File: src/rtl/hypercpu_fetch.sv
// hypercpu instruction fetch stage.
// Owns PC advance, the req/ack fetch port and branch redirects.
module hypercpu_fetch #(
  parameter int PC_STEP          = 4,
  parameter bit RESET_STATE_IDLE = 1'b1
) (
  input  logic        mclk,
  input  logic        reset,
  input  logic [31:0] read_pc,
  output logic [31:0] next_pc,
  output logic        mem_req,
  output logic [31:0] mem_addr,
  input  logic        mem_ack,
  input  logic [31:0] mem_rdata,
  output logic [31:0] instr,
  output logic [31:0] instr_pc,
  output logic        instr_valid,
  input  logic        instr_ready,
  input  logic        branch_en,
  input  logic [31:0] branch_target,
  input  logic        halt,
  output logic        misaligned
);

  localparam logic [1:0] IDLE  = 2'd0;
  localparam logic [1:0] FETCH = 2'd1;
  localparam logic [1:0] DRAIN = 2'd2;
  localparam logic [1:0] HAVE  = 2'd3;

  // Only IDLE is a legal reset state.
  localparam logic [1:0] RST_STATE =
    RESET_STATE_IDLE ? IDLE : IDLE;

  logic [1:0]  state;
  logic [1:0]  state_nxt;
  logic [31:0] fetch_addr;
  logic        reload;
  logic        capture;
  logic        ack_step;

  always_comb begin
    state_nxt = state;
    reload    = 1'b0;
    capture   = 1'b0;
    unique case (state)
      IDLE: begin
        if (!halt) begin
          state_nxt = FETCH;
          reload    = 1'b1;
        end
      end
      FETCH: begin
        if (mem_ack && branch_en) begin
          reload = 1'b1;
        end else if (mem_ack) begin
          capture   = 1'b1;
          state_nxt = HAVE;
        end else if (branch_en) begin
          state_nxt = DRAIN;
        end
      end
      DRAIN: begin
        if (mem_ack) begin
          state_nxt = FETCH;
          reload    = 1'b1;
        end
      end
      HAVE: begin
        if (branch_en || (instr_ready && !halt)) begin
          state_nxt = FETCH;
          reload    = 1'b1;
        end else if (instr_ready) begin
          state_nxt = IDLE;
        end
      end
      default: state_nxt = IDLE;
    endcase
  end

  // Branch outranks the step, so the step term excludes it.
  assign ack_step = (state == FETCH) && mem_ack && !branch_en;

  always_comb begin
    next_pc = read_pc;
    unique case (1'b1)
      branch_en: next_pc = {branch_target[31:2], 2'b00};
      ack_step:  next_pc = fetch_addr + 32'(PC_STEP);
      default:   next_pc = read_pc;
    endcase
  end

  always_ff @(posedge mclk or negedge reset) begin
    if (!reset) begin
      state      <= RST_STATE;
      fetch_addr <= '0;
      instr      <= '0;
      misaligned <= 1'b0;
    end else begin
      state <= state_nxt;
      if (reload)
        fetch_addr <= read_pc;
      if (capture)
        instr <= mem_rdata;
      if (branch_en && (branch_target[1:0] != 2'b00))
        misaligned <= 1'b1;
    end
  end

  assign mem_req     = (state == FETCH) || (state == DRAIN);
  assign mem_addr    = fetch_addr;
  assign instr_pc    = fetch_addr;
  assign instr_valid = (state == HAVE);

endmodule

File: config.mk
export PLATFORM = sky130hd
export DESIGN_NAME = hypercpu_fetch
export DESIGN_NICKNAME = d
export VERILOG_FILES = /design/src/rtl/hypercpu_fetch.sv
export SDC_FILE = /design/constraint.sdc
export NUM_CORES = 1
export LEC_CHECK = 0
export ABC_AREA = 1
export BUFFER_PORTS_ARGS = -buffer_cell sky130_fd_sc_hd__buf_2
export CELL_PAD_IN_SITES_DETAIL_PLACEMENT = 1
export CELL_PAD_IN_SITES_GLOBAL_PLACEMENT = 2
export CORE_UTILIZATION = 23
export DETAILED_ROUTE_END_ITERATION = 16
export GPL_TIMING_DRIVEN = 0
export PLACE_DENSITY_LB_ADDON = 0.1
export RECOVER_POWER = 50
export SYNTH_ARGS = -nofsm -noshare
export SYNTH_HDL_FRONTEND = slang
export SYNTH_SLANG_ARGS = --single-unit
File: constraint.sdc
create_clock -name mclk -period 2.44 [get_ports mclk]
set_input_delay 0.488 -clock mclk [delete_from_list [all_inputs] [get_ports mclk]]
set_output_delay 0.488 -clock mclk [all_outputs]
set_load 0.1 [all_outputs]
# Word-level counts from Yosys, hierarchy flattened

Index checks and enable logic that the tools add are counted.

Add/subtract/negate cells: 1
Equality and inequality tests: 8
Muxes and demuxes: 16
Reduce and logical (&&, ||, !) cells: 12

Operator list:

| kind                  | number |
|---|---|
| $pmux 32 s2           | 1 |
| $add 32x3->32 const B | 1 |
| $mux 2                | 7 |
| $pmux 2 s4            | 1 |
| $mux 1                | 6 |
| $ne 2x2->1 const B    | 3 |
| $logic_and 1x1->1     | 5 |
| $reduce_and 5->1      | 1 |
| $eq 2x2->1 const B    | 2 |
| $pmux 1 s4            | 1 |
| $ne 3x1->1 const B    | 1 |
| $ne 3x3->1 const B    | 1 |
| $eq 2x1->1 const B    | 1 |
| $logic_not 1->1       | 2 |
| $logic_not 2->1       | 1 |
| $logic_or 1x1->1      | 2 |
| $reduce_bool 2->1     | 1 |

Word-level logic and storage cells: 41
Output and inout bits: 131
Bits of input ports: 102
Flip-flop bits (word level): 67

# Longest topological paths before layout

Gate-level depths: netlist of run 1.

Depth after elaboration: 5
Gate-level depth with buffers: 9
Depth with buffers taken out: 9

# Worst setup path after synthesis of run 1

No wires, ideal clock.

Path kind: reg-to-output
From: reg fetch_addr[6] (netlist: instr_pc[6])
To: out next_pc[17]
Data required time: 1952 ps
Path slack: -1228 ps
Arrival time: 3180 ps
Cell stages (with the launch flop): 7
Path buffers: 0
Path through: dfrtp_1 -> nand2_1 -> nor2_2 -> nand2_4 -> nor2_4 -> o21ai_1 -> o21bai_1

Cells in the longest elaborated chain, start to end: 2

Ends and longest elaborated chain:

| element                | line | text |
|---|---|---|
| start, declared        | 36   | `logic [31:0] fetch_addr;` |
| start signal, assigned | 101  | `fetch_addr <= read_pc;` |
| $add 32x3->32          | 87   | `ack_step: next_pc = fetch_addr + 32'(PC_STEP);` |
| $pmux 32 s2            | 85   | `unique case (1'b1)` |
| end, declared          | 10   | `output logic [31:0] next_pc,` |

No other way between the ends.

# Worst setup path in the final report of run 1

From: reg state[1]
To: out next_pc[5]

Cells in the longest elaborated chain, start to end: 4

Ends and longest elaborated chain:

| element                         | line | text |
|---|---|---|
| start, declared                 | 34   | `logic [1:0] state;` |
| start signal, assigned          | 99   | `state <= state_nxt;` |
| $eq 2x1->1                      | 81   | `assign ack_step = (state == FETCH) && mem_ack && !branch_en;` |
| $logic_and 1x1->1 (2 in series) | 81   |  |
| $pmux 32 s2                     | 85   |  |

No other way between the ends.

==> flow_summary.yaml, run 1 <==
hold_path:
  whs_path_depth: 3
  hold_path.class: "primary input to flop"
synthesis:
  syn-num-nets: 761
  yosys.area.top_type: "dfrtp_1"
  ys_types: 28
  synth-warning-count: 0
  ys_top_cells_by_count: "nand2_1, nand3_1, dfrtp_1, inv_1, nor2_1"
  ys_ff_latch: 67
  netlist_area_um2: 4470
  yosys-top-cells-area: "dfrtp_1, nand2_1, nand3_1"
  synth_area_per_cell_um2: 6.87
  synth_edf_count: 0
  synth-async-reset-ratio_pct: 100
  synth_top_area_share_pct: 37.5
  synth_flop_cell: "dfrtp_1"
  yosysMostFrequentCell: "nand2_1"
  synth_seq_area_share_pct: 37.5
  synthCells: 651
floorplan:
  rows: 50
  start_util_pct: 23.7
  die_w_um: 141
  die_h_um: 141
  coreArea_um2: 18900
  io_pins: 233
  die-area_um2: 20000
global_routing:
  grt_remaining_overflow: 0
  busiest_layer: "met2"
  grt_pass1_wl_um: 30100
  grt_util_met2_pct: 35.8
  grt_pass1_vias: 5455
  use_met3_pct: 3.98
  met1_usage_pct: 23.8
  antenna_found_initial: 2
  grt_start_max_net_pins: 55
  grt_use_total_pct: 19.8
timing:
  clock.fmax_ghz: 0.409
  setup_ws_ns: -0.00745
  finalCriticalPeriod_ns: 2.45
  rsz0062_at_grt: "true"
  tightest_slew_ns: 1.00
  fin_skew_ns: 0.00830
  slew_violations: 0
  hold_violations: 0
  slew_headroom_pct: 33.2
  setup_viol_count_final: 1
  fin_crit_sh_pct: 100
clock_network:
  htreeDepth: 3
  path_clk_slew_ns: 0.07
  clkLatencyLatePin_ns: 0.35
  numCtsBuffers: 9
  cts_tree: "built"
  ctsLongestPathBuffers: 2
  clockRootBuffer: "clkbuf_16"
  cts_sinks: 67
layout:
  nNetsFinal: 1040
  drive_above_1_share_pct: 48.1
  final_cells: 1195
  final_area_um2: 7500
  fillCellCount: 2378
  n_antenna_cell: 0
  area_delta_synth_final_pct: 67.8
  multiInputGateArea_um2: 2600
  register_area_um2: 1730
routing:
  routed_wl_um: 19300
  dr.pass1.iters: 4
  wl_per_cell_um: 16.1
  vias: 5234
  post-route-drc-count: 0
  dr.first_iter.drc_count: 125
  antenna_left: 0
  vias_per_cell: 4.38
place:
  dp_hpwl_um: 14500
  place_inst: 1143
  placed_cell_area_um2: 6180
  io_buffer_count: 231
  gp_congestion: 0.779
setup_path:
  arrival_ns: 1.96
  r2r_setup_slack_ns: 0.59
  setup.worst_path.start_class: "flop"
  cp_max_fo: 9
  cp-end-kind: "output port"
  crit_type: "flop to output port"
  reg2reg_depth: 7
  worst-endpoint-required_ns: 1.95
run_status:
  outcome: "finished, violations left"
  violations: "negative setup slack"
flow_run:
  max_cap_viol_count: 0
worst max-delay path: stages, from the launching register on:
cell and delay, ns:
dfrtp_1 0.41, inv_2 0.09, ha_4 0.14, nand2_4 0.06, nor2_4 0.15, buf_6 0.17, inv_8 0.06, a21oi_2 0.10
o21ai_1 0.09, nand3_1 0.14, buf_12 0.19
area by class of cell:
| type | count | area share (%) |
|---|---|---|
| Multi-Input combinational cell | 482 | 34.7 |
| Clock inverter | 7 | 1.12 |
| Timing Repair Buffer | 269 | 25.9 |
| Inverter | 45 | 2.38 |
| Tap cell | 260 | 4.33 |
| Buffer | 56 | 5.62 |
| Sequential cell | 67 | 23.0 |
| Clock buffer | 9 | 3.00 |
kinds of logic after synthesis:
group	Yosys count	share of synthesized area, %
AO/OA/AOI/OAI	46	7.27
AND/OR/NAND/NOR	428	40.8
flip-flops	67	37.5
buffers and inverters	102	12.2
adder cells (fa/ha/maj)	8	2.24
flip-flops by register name, indices dropped and copies added, names as in the netlist:
register	count
instr	32
state	2
instr_pc	32
misaligned	1
worst paths after layout:
path                                            start                        to
worst max-delay path             state[1]$_DFFE_PN0P_                next_pc[5]
worst min register to register  instr[28]$_DFFE_PN0P_     instr[28]$_DFFE_PN0P_
max in group asynchronous                       reset   instr_pc[5]$_DFFE_PN0P_
min in group asynchronous                       reset  instr_pc[16]$_DFFE_PN0P_
worst max register to register   state[0]$_DFFE_PN0P_   instr_pc[5]$_DFFE_PN0P_
worst min-delay path                    mem_rdata[22]     instr[22]$_DFFE_PN0P_
stage by stage:
step	hold slack, ns	setup TNS (ns)	setup WS, ns	utilization, %
finish	0.341	-0.00745	-0.00745	39.7
global route	0.333	-1.67	-0.130	39.7
CTS	0.329	-0.0615	-0.0244	37.9
detailed placement	0.370	-3.67	-0.255	32.7
global placement	0.450	-3.49	-0.183	32.6
floorplan	0.192	-1.46	-0.610	-
placed cells by master (no fill, tap or decap), types with 6 or more instances in the layout:
master	count
nand3_2	17
nand2_2	24
dfrtp_2	25
a21oi_1	6
nand2_1	261
clkbuf_16	9
dfrtp_1	37
nand3_1	63
inv_1	41
buf_4	64
nor2_4	18
buf_12	32
nor2_1	25
buf_6	11
buf_2	205
clkbuf_1	8
nand2_4	7
o21ai_1	6
a22o_1	17
layer usage:
| metal | up-vias | part of all wire, % |
|---|---|---|
| met4 | 4 | 0.96 |
| met1 | 2499 | 42 |
| met5 | - | 0.13 |
| met2 | 132 | 51 |
| li1 | 2585 | - |
| met3 | 14 | 5.3 |
timing repair:
item,4_1_cts,5_1_grt
endpoints found under the setup margin,32,32
hold buffers,1,0
hold endpoints to repair,8,0
resized for setup,129,70
setup buffers,20,16
gates cloned,1,0
pin swaps,12,16
Power of run 1 is left out: the tool's default activity adds up to more than one toggle a clock period on the data nets, which glitch-free logic cannot reach.
==> inputs of run 2 (changes only) <==
--- a/config.mk
+++ b/config.mk
@@ -7,9 +7,9 @@
 export LEC_CHECK = 0
 export ABC_AREA = 1
 export BUFFER_PORTS_ARGS = -buffer_cell sky130_fd_sc_hd__buf_2
-export CELL_PAD_IN_SITES_DETAIL_PLACEMENT = 1
-export CELL_PAD_IN_SITES_GLOBAL_PLACEMENT = 2
-export CORE_UTILIZATION = 23
+export CELL_PAD_IN_SITES_DETAIL_PLACEMENT = 0
+export CELL_PAD_IN_SITES_GLOBAL_PLACEMENT = 1
+export CORE_UTILIZATION = 31
 export DETAILED_ROUTE_END_ITERATION = 16
 export GPL_TIMING_DRIVEN = 0
 export PLACE_DENSITY_LB_ADDON = 0.1
==> flow_summary.yaml, run 2 (synthesis gave the netlist of run 1 again) <==
run_status:
  outcome: "finished clean"
setup_path:
  setup.worst_path.start_class: "flop"
  arrival_ns: 1.94
  crit_type: "flop to output port"
  cp_max_fo: 9
  r2r-end: "instr_pc[11]$_DFFE_PN0P_"
  cp-end-kind: "output port"
  worst-endpoint-required_ns: 1.95
  worstReg2RegStart: "state[0]$_DFFE_PN0P_"
  reg2reg_depth: 7
  r2r_setup_slack_ns: 0.64
clock_network:
  ctsLongestPathBuffers: 2
  numCtsBuffers: 9
  holdBufCountCts: 0
  clockRootBuffer: "clkbuf_16"
  cts_tree: "built"
  htreeDepth: 3
  clkLatencyLatePin_ns: 0.35
  cts_sinks: 67
  path_clk_slew_ns: 0.06
floorplan:
  coreArea_um2: 14000
  rows: 43
  die_h_um: 122
  die-area_um2: 14900
  io_pins: 233
  start_util_pct: 32.0
  die_w_um: 122
global_routing:
  grt_use_total_pct: 22.1
  grt_start_max_net_pins: 53
  grt_pass1_wl_um: 24600
  grt_remaining_overflow: 0
  antenna_found_initial: 2
  grt_pass1_vias: 4811
layout:
  fillCellCount: 1441
  n_antenna_cell: 0
  nNetsFinal: 1028
  area_delta_synth_final_pct: 60.4
  drive_above_1_share_pct: 47.2
  register_area_um2: 1730
  fin_util_pct: 51.3
  final_cell_mix: "nand2_1, buf_2, nand3_1"
  final_common_cell: "nand2_1"
  multiInputGateArea_um2: 2540
timing:
  setup_viol_count_final: 0
  rsz0062_at_grt: "true"
  finalCriticalPeriod_ns: 2.43
  tightest_slew_ns: 1.03
  clock.fmax_ghz: 0.412
  hold_violations: 0
  slew_headroom_pct: 31.4
  fin_skew_ns: 0.00850
  slew_violations: 0
  fin_crit_sh_pct: 99.6
routing:
  vias: 5169
  antenna_left: 0
  dr.first_iter.drc_count: 216
  wl_per_cell_um: 14.7
  vias_per_cell: 4.69
  post-route-drc-count: 0
  dr.pass1.iters: 5
  routed_wl_um: 16200
place:
  gp_congestion: 0.809
  io_buffer_count: 231
  dp_hpwl_um: 12000
hold_path:
  hold_path.class: "primary input to asynchronous set/reset pin"
flow_run:
  max_cap_viol_count: 0
## run 2: timing repair
action,CTS,global route
setup endpoints to repair,32,32
resized for setup,99,81
pin swaps,5,23
gates cloned,1,0
setup buffers,15,10
## run 2: critical path, stage by stage (launching register included)
cell and delay (ns):
dfrtp_1 0.39, inv_2 0.08, ha_4 0.15, nand2_4 0.06, nor2_4 0.17, buf_8 0.16
inv_8 0.06, a21oi_2 0.09, o21ai_1 0.09, nand3_1 0.15, buf_12 0.19
## run 2: layout make-up
class	count	share of cell area (%)
Multi-Input combinational cell	482	35.5
Timing Repair Buffer	257	25.3
Sequential cell	67	24.1
Buffer	56	5.81
Clock buffer	10	3.19
Tap cell	180	3.14
Inverter	45	2.49
Clock inverter	5	0.576
## run 2: per-stage QoR
stage / worst slack [ns] / instance area [µm²] / hold slack [ns] / TNS [ns] / instances
2_1_floorplan: -0.610 / 4670 / 0.192 / -1.46 / 651
3_3_place_gp: -0.0867 / 6050 / 0.448 / -1.11 / 1062
3_5_place_dp: -0.112 / 6080 / 0.376 / -1.52 / 1063
4_1_cts: -0.0116 / 6830 / 0.00242 / -0.0230 / 1094
5_1_grt: -0.0718 / 7170 / 0.336 / -0.721 / 1102
6_report: 0.0107 / 7170 / 0.302 / 0 / 1102
## run 2: worst max-delay path by stage
stage | slack [ns] | to | from
after floorplan | -0.61 | next_pc[8] | instr_pc[2]$_DFFE_PN0P_
after global placement | -0.09 | next_pc[30] | branch_en
after detailed placement | -0.11 | next_pc[15] | branch_en
after CTS | -0.01 | next_pc[26] | instr_pc[2]$_DFFE_PN0P_
after global routing | -0.07 | next_pc[5] | state[1]$_DFFE_PN0P_
final | 0.01 | next_pc[5] | state[1]$_DFFE_PN0P_
## run 2: routing by layer
layer | GRT usage, % | vias up | wire length (µm)
li1 | - | 2561 | -
met1 | 26.3 | 2411 | 6630
met2 | 37.7 | 170 | 8170
met3 | 6.93 | 23 | 1140
met4 | 6.86 | 4 | 255
met5 | 0 | - | 25
Power of run 2 is left out for the same reason.
